===== src/rtl/score_bcd_counter_if.sv =====
// score_bcd_counter_if: game-event inputs and BCD score outputs of the score keeper.
interface score_bcd_counter_if;
  logic GameActive;
  logic Hit;
  logic Miss;
  logic ClearScore;
  logic [3:0] ScoreOnes;
  logic [3:0] ScoreTens;
  logic [3:0] HighOnes;
  logic [3:0] HighTens;
  logic Saturated;
  logic NewHigh;
  modport master (
    output GameActive, Hit, Miss, ClearScore,
    input ScoreOnes, ScoreTens, HighOnes, HighTens, Saturated, NewHigh
  );
  modport slave (
    input GameActive, Hit, Miss, ClearScore,
    output ScoreOnes, ScoreTens, HighOnes, HighTens, Saturated, NewHigh
  );
endinterface


===== src/rtl/score_bcd_counter.sv =====
// score_bcd_counter: saturating two-digit BCD score with a session high score.
module score_bcd_counter #(
  parameter int MAX_SCORE = 99
) (
  input logic Clock,
  input logic Reset,
  score_bcd_counter_if.slave bus
);
  localparam logic [3:0] MAX_T = 4'(MAX_SCORE / 10);
  localparam logic [3:0] MAX_O = 4'(MAX_SCORE % 10);
  logic [3:0] ones, tens, high_ones, high_tens, n_ones, n_tens;
  logic sat, new_high, hit_q, miss_q, active_q;
  logic inc, dec, at_max, at_zero, end_round, start_round, beats_high;
  always_comb begin
    inc = bus.Hit & ~hit_q & bus.GameActive;
    dec = bus.Miss & ~miss_q & bus.GameActive;
    at_max = tens == MAX_T && ones == MAX_O;
    at_zero = tens == 4'd0 && ones == 4'd0;
    end_round = active_q & ~bus.GameActive;
    start_round = ~active_q & bus.GameActive;
    beats_high = tens > high_tens || (tens == high_tens && ones > high_ones);
    n_ones = ones;
    n_tens = tens;
    if (inc && !dec && !at_max) begin
      n_ones = ones == 4'd9 ? 4'd0 : ones + 4'd1;
      n_tens = ones == 4'd9 ? tens + 4'd1 : tens;
    end else if (dec && !inc && !at_zero) begin
      n_ones = ones == 4'd0 ? 4'd9 : ones - 4'd1;
      n_tens = ones == 4'd0 ? tens - 4'd1 : tens;
    end
  end
  always_ff @(posedge Clock) begin
    if (Reset) begin
      {ones, tens, high_ones, high_tens} <= '0;
      {sat, new_high, hit_q, miss_q, active_q} <= '0;
    end else begin
      hit_q <= bus.Hit;
      miss_q <= bus.Miss;
      active_q <= bus.GameActive;
      if (bus.ClearScore) begin
        {ones, tens} <= '0;
        sat <= 1'b0;
        new_high <= 1'b0;
      end else if (end_round) begin
        new_high <= beats_high;
        if (beats_high) begin
          high_ones <= ones;
          high_tens <= tens;
        end
      end else begin
        ones <= n_ones;
        tens <= n_tens;
        sat <= n_tens == MAX_T && n_ones == MAX_O;
        if (start_round) new_high <= 1'b0;
      end
    end
  end
  assign bus.ScoreOnes = ones;
  assign bus.ScoreTens = tens;
  assign bus.HighOnes = high_ones;
  assign bus.HighTens = high_tens;
  assign bus.Saturated = sat;
  assign bus.NewHigh = new_high;
endmodule


===== src/flat_wrapper.sv =====
// flat-port wrapper written by rule: the top's interface ports become plain ports
module score_bcd_counter_flat 
#(
  parameter int MAX_SCORE = 99
)
  (Clock, Reset, bus_GameActive, bus_Hit, bus_Miss, bus_ClearScore, bus_ScoreOnes, bus_ScoreTens, bus_HighOnes, bus_HighTens, bus_Saturated, bus_NewHigh);
  score_bcd_counter_if bus_i ();
  input logic Clock;
  input logic Reset;
  input wire logic [$bits(bus_i.GameActive)-1:0] bus_GameActive;
  input wire logic [$bits(bus_i.Hit)-1:0] bus_Hit;
  input wire logic [$bits(bus_i.Miss)-1:0] bus_Miss;
  input wire logic [$bits(bus_i.ClearScore)-1:0] bus_ClearScore;
  output wire logic [$bits(bus_i.ScoreOnes)-1:0] bus_ScoreOnes;
  output wire logic [$bits(bus_i.ScoreTens)-1:0] bus_ScoreTens;
  output wire logic [$bits(bus_i.HighOnes)-1:0] bus_HighOnes;
  output wire logic [$bits(bus_i.HighTens)-1:0] bus_HighTens;
  output wire logic [$bits(bus_i.Saturated)-1:0] bus_Saturated;
  output wire logic [$bits(bus_i.NewHigh)-1:0] bus_NewHigh;
  assign bus_i.GameActive = bus_GameActive;
  assign bus_i.Hit = bus_Hit;
  assign bus_i.Miss = bus_Miss;
  assign bus_i.ClearScore = bus_ClearScore;
  assign bus_ScoreOnes = bus_i.ScoreOnes;
  assign bus_ScoreTens = bus_i.ScoreTens;
  assign bus_HighOnes = bus_i.HighOnes;
  assign bus_HighTens = bus_i.HighTens;
  assign bus_Saturated = bus_i.Saturated;
  assign bus_NewHigh = bus_i.NewHigh;
  score_bcd_counter #(.MAX_SCORE(MAX_SCORE)) u_core (.Clock(Clock), .Reset(Reset), .bus(bus_i));
endmodule

===== config.mk =====
export PLATFORM = sky130hd
export DESIGN_NAME = score_bcd_counter_flat
export DESIGN_NICKNAME = d
export VERILOG_FILES = /design/src/rtl/score_bcd_counter_if.sv /design/src/rtl/score_bcd_counter.sv /design/src/flat_wrapper.sv
export SDC_FILE = /design/constraint.sdc
export NUM_CORES = 1
export LEC_CHECK = 0
export ABC_AREA = 1
export CORE_MARGIN = 10
export CORE_UTILIZATION = 47
export CTS_CLUSTER_SIZE = 12
export DETAILED_ROUTE_END_ITERATION = 10
export GPL_ROUTABILITY_DRIVEN = 0
export PLACE_DENSITY_LB_ADDON = 0.08
export SETUP_SLACK_MARGIN = 0.2
export SKIP_LAST_GASP = 1
export SYNTH_ARGS = -nofsm -noshare
export SYNTH_HDL_FRONTEND = slang
export SYNTH_SLANG_ARGS = --single-unit

===== constraint.sdc =====
create_clock -name Clock -period 2.7 [get_ports Clock]
set_clock_uncertainty 0.1 [all_clocks]
set_input_delay 0.675 -clock Clock [delete_from_list [all_inputs] [get_ports Clock]]
set_output_delay 0.675 -clock Clock [all_outputs]
set_load 0.005 [all_outputs]

==> results of run 1 <==
-- worst reg2reg max path, cell delays in order (launching register included) --
cell and delay, ns:
dfxtp_1 0.56, inv_1 0.22, ha_1 0.23, nand3_1 0.09
inv_1 0.07, nand2_4 0.09, nand2_4 0.08, nand2_1 0.08
nand2_1 0.05, a21oi_1 0.19, nand2_1 0.08, nor2_1 0.08
nand2_1 0.07, a21oi_2 0.10
-- final cells by class --
class,count,area share [%]
Multi-Input combinational cell,185,51.0
Sequential cell,21,22.0
Timing Repair Buffer,28,14.0
Inverter,41,8.46
Tap cell,46,3.02
Clock buffer,4,1.38
-- worst max path at each step --
stage | endpoint | depth (start not counted) | from
after global routing | u_core.bus.Saturated | 11 | bus_GameActive
after floorplan | u_core.bus.HighTens[0] | 9 | bus_GameActive
after global placement | u_core.bus.Saturated | 11 | bus_GameActive
final | u_core.bus.Saturated | 11 | bus_GameActive
after detailed placement | u_core.bus.Saturated | 11 | bus_GameActive
after CTS | u_core.bus.Saturated | 11 | bus_GameActive
-- cells in the mapped netlist (2+ instances only) --
master,n
nor2_1,25
o21ai_1,2
ha_1,13
nor2_2,3
inv_1,35
nand3_1,15
o211ai_1,5
a21oi_2,3
a21oi_1,18
nand2_1,72
dfxtp_1,21
o21ai_0,14
nand3b_1,2
nand4_1,3
nand2_4,3
nand2_2,3
inv_2,3
buf_6,3
-- kinds of logic after synthesis --
kind of cell             share of synthesized area (%)
AND/OR/NAND/NOR                                   35.1
flip-flops                                        26.3
XOR/XNOR                                         0.548
buffers and inverters                             12.8
AO/OA/AOI/OAI                                     15.1
adder cells (fa/ha/maj)                           10.2
-- routing by layer --
metal	GRT usage, %	share of wire [%]	up-vias
met2	19.7	43	38
met4	1.25	0.41	0
met1	17.3	50	664
met3	4.21	6.4	2
li1	-	-	856
met5	0	0	-
-- power groups by stage --
stage	sequential, mW	clock (mW)	combinational [mW]
floorplan	0.341	0	0.139
global placement	0.343	0	0.196
detailed placement	0.344	0	0.197
CTS	0.336	0.153	0.198
global route	0.338	0.166	0.231
finish	0.336	0.146	0.197
-- state kept, by name, indices dropped and copies added, names as in the netlist, 4 cells and up --
signal,flops
u_core.bus.ScoreOnes,4
u_core.bus.ScoreTens,4
u_core.bus.HighTens,4
u_core.bus.HighOnes,4
-- through the flow --
step                      hold slack (ns)  utilization (%)  cell area [um^2]
after floorplan                     0.353                -              1600
after global placement              0.355             56.8              1880
after detailed placement            0.353             56.8              1880
after CTS                           0.377             57.6              1910
after global routing                0.410             57.6              1910
final                               0.374             57.6              1910
==> metrics.txt, run 1 <==
status completed; Critical Path Start Type primary input; Clk network pwr share 21.5%; r2r startpoint u_core.bus.ScoreTens[1]; vias in the first global route 1464; All-Layer GR Usage 12.7%; RR Endpoint u_core.bus.Saturated; clock-pin slew on the worst setup and hold paths 0.11 ns; Routed Antenna Nets 0; Core Region 3310 um^2; mapped cell area 1600 um^2; gr ovfl total 0; area of the multi-input gates 973 um^2; drt pass-1 iters 4; register area share after synthesis 26.3%; die height 78.3 um; Min-Delay Startpoint u_core.bus.NewHigh; WL final 3700 um; CTS Sinks 21; PD cells 356 nW/um^2; clock root cell clkbuf_4; critical path's largest stage delay 0.53 ns; worst setup margin 0.427 ns; DR DRC count 0; most used cell, CP nand2_1; worst-path fanout max 9; FFs w/ async S/R, synth 0%; fmax 440 MHz; final hold vios 0; area leader, netlist dfxtp_1; layout cells sized above 1 9.32%; post-synthesis area per instance 6.34 um^2; CP max-delay cell clkdlybuf4s50_1; Die Area 6130 um^2; Slew @ Worst Pin 0.409 ns; Starting Density 48.3%; maximum vdd drop 286 uV; Vias per Instance 4.80; Final Non-Filler Cells 325; top cell type's share of synthesized area 26.3%; commonest cells after routing, fill and taps aside nand2_1, inv_1, nor2_1; initial antenna violation count 0; RSZ-0062 raised after global routing false; clk_lat worst skew 0.29 ns; Cell variety after synth 27; via count 1560; IO Count 24; setup TNS 0 ns; TritonCTS buffer count 3; 1st-iter DRT viols 108; most common cell after layout, fill and taps aside nand2_1; Sw Share 32.2%; Max Cap Violations 0; port bufs 23; DIE WIDTH 78.3 um; Leak 0.931 nW; clk buf depth 2; CP top delay family simple AND/OR/NAND/NOR gates; CP Capture Type flop; Buf+Inv Stages, Crit Path 1; total power draw 680 uW; EDFF count, synth 0; Worst slew margin 72.7%; area grow syn2layout 19.3%; Antenna diodes 0; NumNets Final 299; R2R Setup Slk 0.55 ns; worst hold path stage count 2; final setup fails 0; DPL Wire Length 2950 um; Gate power share 29.0%; largest net degree at the start of global routing 17; min cycle time layout 2.27 ns; Post-CTS Hold Buffers 0; cell-internal power 461 uW; Final Cycle Share 84.2%; first-pass GRT wire length 6710 um; Worst Hold Class reg2reg; kind of critical path in2reg; # fillers 347; Place WS 0.116 ns; post-CTS setup buffers 0; post_cts resized 0; max-slew violations 0; required time of the critical path 2.84 ns; syn_nets 271; Site Rows 21; crit path cell chain clkdlybuf4s50_1 -> nand3_1 -> nor2_1 -> nand2_4 -> nand2_1 -> nand2_1 -> a21oi_1 -> nand2_1 -> nor2_1 -> nand2_1 -> a21oi_2; Worst Hold End u_core.bus.NewHigh; H-tree depth 1; R2R cell count 13; Inst Count DP 321; Arrival @ worst endpoint 2.41 ns; Switch Pwr 219 uW; Synth area leaders dfxtp_1, nand2_1, ha_1; CTS tree done; Yosys warning total 0; Sequential Power Share 49.5%; Primary FF master, synth dfxtp_1; Syn Inst Count 252; #FFs+latches synth 21; register area 420 um^2; Avg WL per Cell 11.4 um
No activity file was read; power rests on OpenSTA's default activity.
==> inputs of run 2 (changes only) <==
==> constraint.sdc (replaced) <==
create_clock -name Clock -period 1.9 [get_ports Clock]
set_clock_uncertainty 0.1 [all_clocks]
set_input_delay 0.475 -clock Clock [delete_from_list [all_inputs] [get_ports Clock]]
set_output_delay 0.475 -clock Clock [all_outputs]
set_load 0.005 [all_outputs]
==> run 2 against run 1 <==
- count of clock-buffer cells in the layout decreased by 1
- setup slack got worse by 0.37 ns
- wire length rose by 39%
- via count increased by 21%
- largest cell class unchanged
- largest power group is now combinational logic
==> metrics.txt, run 2 (synthesized netlist as in run 1, its figures left out) <==
status completed; Sw Share 35.4%; Core Region 3310 um^2; Site Rows 21; r2r startpoint u_core.bus.ScoreTens[2]; 1st-iter DRT viols 183; initial antenna violation count 0; die height 78.3 um; PD cells 456 nW/um^2; clock root cell clkbuf_4; Place WS -0.427 ns; max-slew violations 0; CP Capture Type flop; CP Depth 10; Starting Density 48.3%; crit path cell chain buf_6 -> ha_4 -> nand2_4 -> o21ai_2 -> nor3_2 -> nor2_2 -> nand3b_1 -> buf_4 -> buf_8 -> a21oi_2; register area 460 um^2; CTS tree done; final setup fails 0; most common cell after layout, fill and taps aside nand2_1; total power draw 1.20 mW; Switch Pwr 424 uW; clk_lat worst skew 0.31 ns; Leak 1.33 nW; All-Layer GR Usage 15.9%; clk buf depth 2; vias in the first global route 1838; WL final 5160 um; Sequential Power Share 39.3%; Max Cap Violations 0; Antenna diodes 0; TritonCTS buffer count 3; DIE WIDTH 78.3 um; Routed Antenna Nets 0; Clk network pwr share 18.5%; Min-Delay Startpoint u_core.bus.NewHigh; Critical Path Start Type flop; cell-internal power 773 uW; critical path's largest stage delay 0.35 ns; layout cells sized above 1 49.2%; Vias per Instance 5.07; commonest cells after routing, fill and taps aside nand2_1, buf_4, inv_1; CP max-delay cell dfxtp_2; kind of critical path reg2reg; IO Count 24; Gate power share 42.2%; fmax 543 MHz; worst hold path stage count 2; area grow syn2layout 64.4%; Post-CTS Hold Buffers 0; clock-pin slew on the worst setup and hold paths 0.11 ns; gr ovfl total 0; via count 1882; # fillers 252; first-pass GRT wire length 8370 um; CP top delay family buffers and inverters; DR DRC count 0; R2R cell count 10; NumNets Final 345; H-tree depth 1; min cycle time layout 1.84 ns; drt pass-1 iters 4; largest net degree at the start of global routing 13; Worst slew margin 75.1%; maximum vdd drop 364 uV; Buf+Inv Stages, Crit Path 3; Arrival @ worst endpoint 1.99 ns; CTS Sinks 21; Final Cycle Share 96.9%; Die Area 6130 um^2; area of the multi-input gates 1280 um^2; worst setup path start u_core.bus.ScoreTens[2]; Slew @ Worst Pin 0.373 ns; port bufs 23; Avg WL per Cell 13.9 um; worst-path fanout max 8; RSZ-0062 raised after global routing true; DPL Wire Length 3180 um; final hold vios 0; required time of the critical path 2.05 ns; Worst Hold Class reg2reg; worst setup margin 0.0596 ns
## run 2: cell count changes in the layout (fill, tap and decap cells not counted), moves of 9 or more
cell,previous run,this run
o21ai_0,14,2
nand2_2,3,13
a21oi_1,18,4
nor2_1,25,16
inv_1,35,25
buf_6,0,10
dfxtp_2,0,11
o21ai_2,0,9
dfxtp_1,21,3
nand2_1,72,60
a21oi_2,3,16
clkdlybuf4s50_1,23,2
dlygate4sd2_1,0,17
buf_4,5,37
## run 2: layer usage
layer | routed length (um) | up-vias | global-route usage [%]
li1 | - | 953 | -
met3 | 377 | 10 | 3.99
met5 | 0 | - | 0
met2 | 2490 | 69 | 27.2
met4 | 85 | 0 | 1.79
met1 | 2210 | 850 | 20.1
## run 2: timing repair
| item | in CTS | in global routing |
|---|---|---|
| gates cloned | 3 | 0 |
| gates resized for setup | 94 | 61 |
| buffers inserted | 19 | 8 |
| pin swaps | 27 | 43 |
| endpoints found under the setup margin | 35 | 21 |
## run 2: layout make-up
class                           count  area share, %
Clock inverter                      1          0.190
Multi-Input combinational cell    187           48.9
Tap cell                           46           2.19
Timing Repair Buffer               72           23.4
Inverter                           41           6.95
Sequential cell                    21           17.5
Clock buffer                        3          0.857
## run 2: worst paths after layout
check	to	slack [ns]
max	u_core.bus.HighTens[1]	0.06
min	u_core.bus.NewHigh	0.37
max reg2reg	u_core.bus.HighTens[1]	0.06
min reg2reg	u_core.bus.NewHigh	0.37
## run 2: power by group through the flow
| stage | Sequential, mW | Combinational [mW] | Clock (mW) |
|---|---|---|---|
| 2_1_floorplan | 0.484 | 0.201 | 0 |
| 3_3_place_gp | 0.480 | 0.309 | 0 |
| 3_5_place_dp | 0.481 | 0.311 | 0 |
| 4_1_cts | 0.470 | 0.411 | 0.231 |
| 5_1_grt | 0.473 | 0.552 | 0.246 |
| 6_report | 0.470 | 0.506 | 0.222 |
## run 2: stage by stage
stage	hold slack, ns	instances	instance area (um^2)	setup TNS (ns)	utilization, %
finish	0.372	371	2630	0	79.4
global route	0.392	371	2630	-0.178	79.4
CTS	0.369	363	2380	0	72.0
detailed placement	0.353	337	2010	-5.35	60.8
global placement	0.356	337	2010	-5.06	60.8
floorplan	0.353	252	1620	0	-
## run 2: worst reg2reg max path: cells and delay by family (launching register included)
family,cells,cell delay (ns)
adders and majority gates,1,0.27
DFF,1,0.35
AOI/OAI and AO/OA,2,0.27
and+or+nand+nor,4,0.38
buffers and inverters,3,0.43
==> inputs of run 3 (changes only) <==
--- a/config.mk
+++ b/config.mk
@@ -6,6 +6,7 @@
 export NUM_CORES = 1
 export LEC_CHECK = 0
 export ABC_AREA = 1
+export ABC_CLOCK_PERIOD_IN_PS = 1900
 export CORE_MARGIN = 10
 export CORE_UTILIZATION = 47
 export CTS_CLUSTER_SIZE = 12
==> results of run 3 <==
Final layout, timing and power as in run 2 (identical DEF).
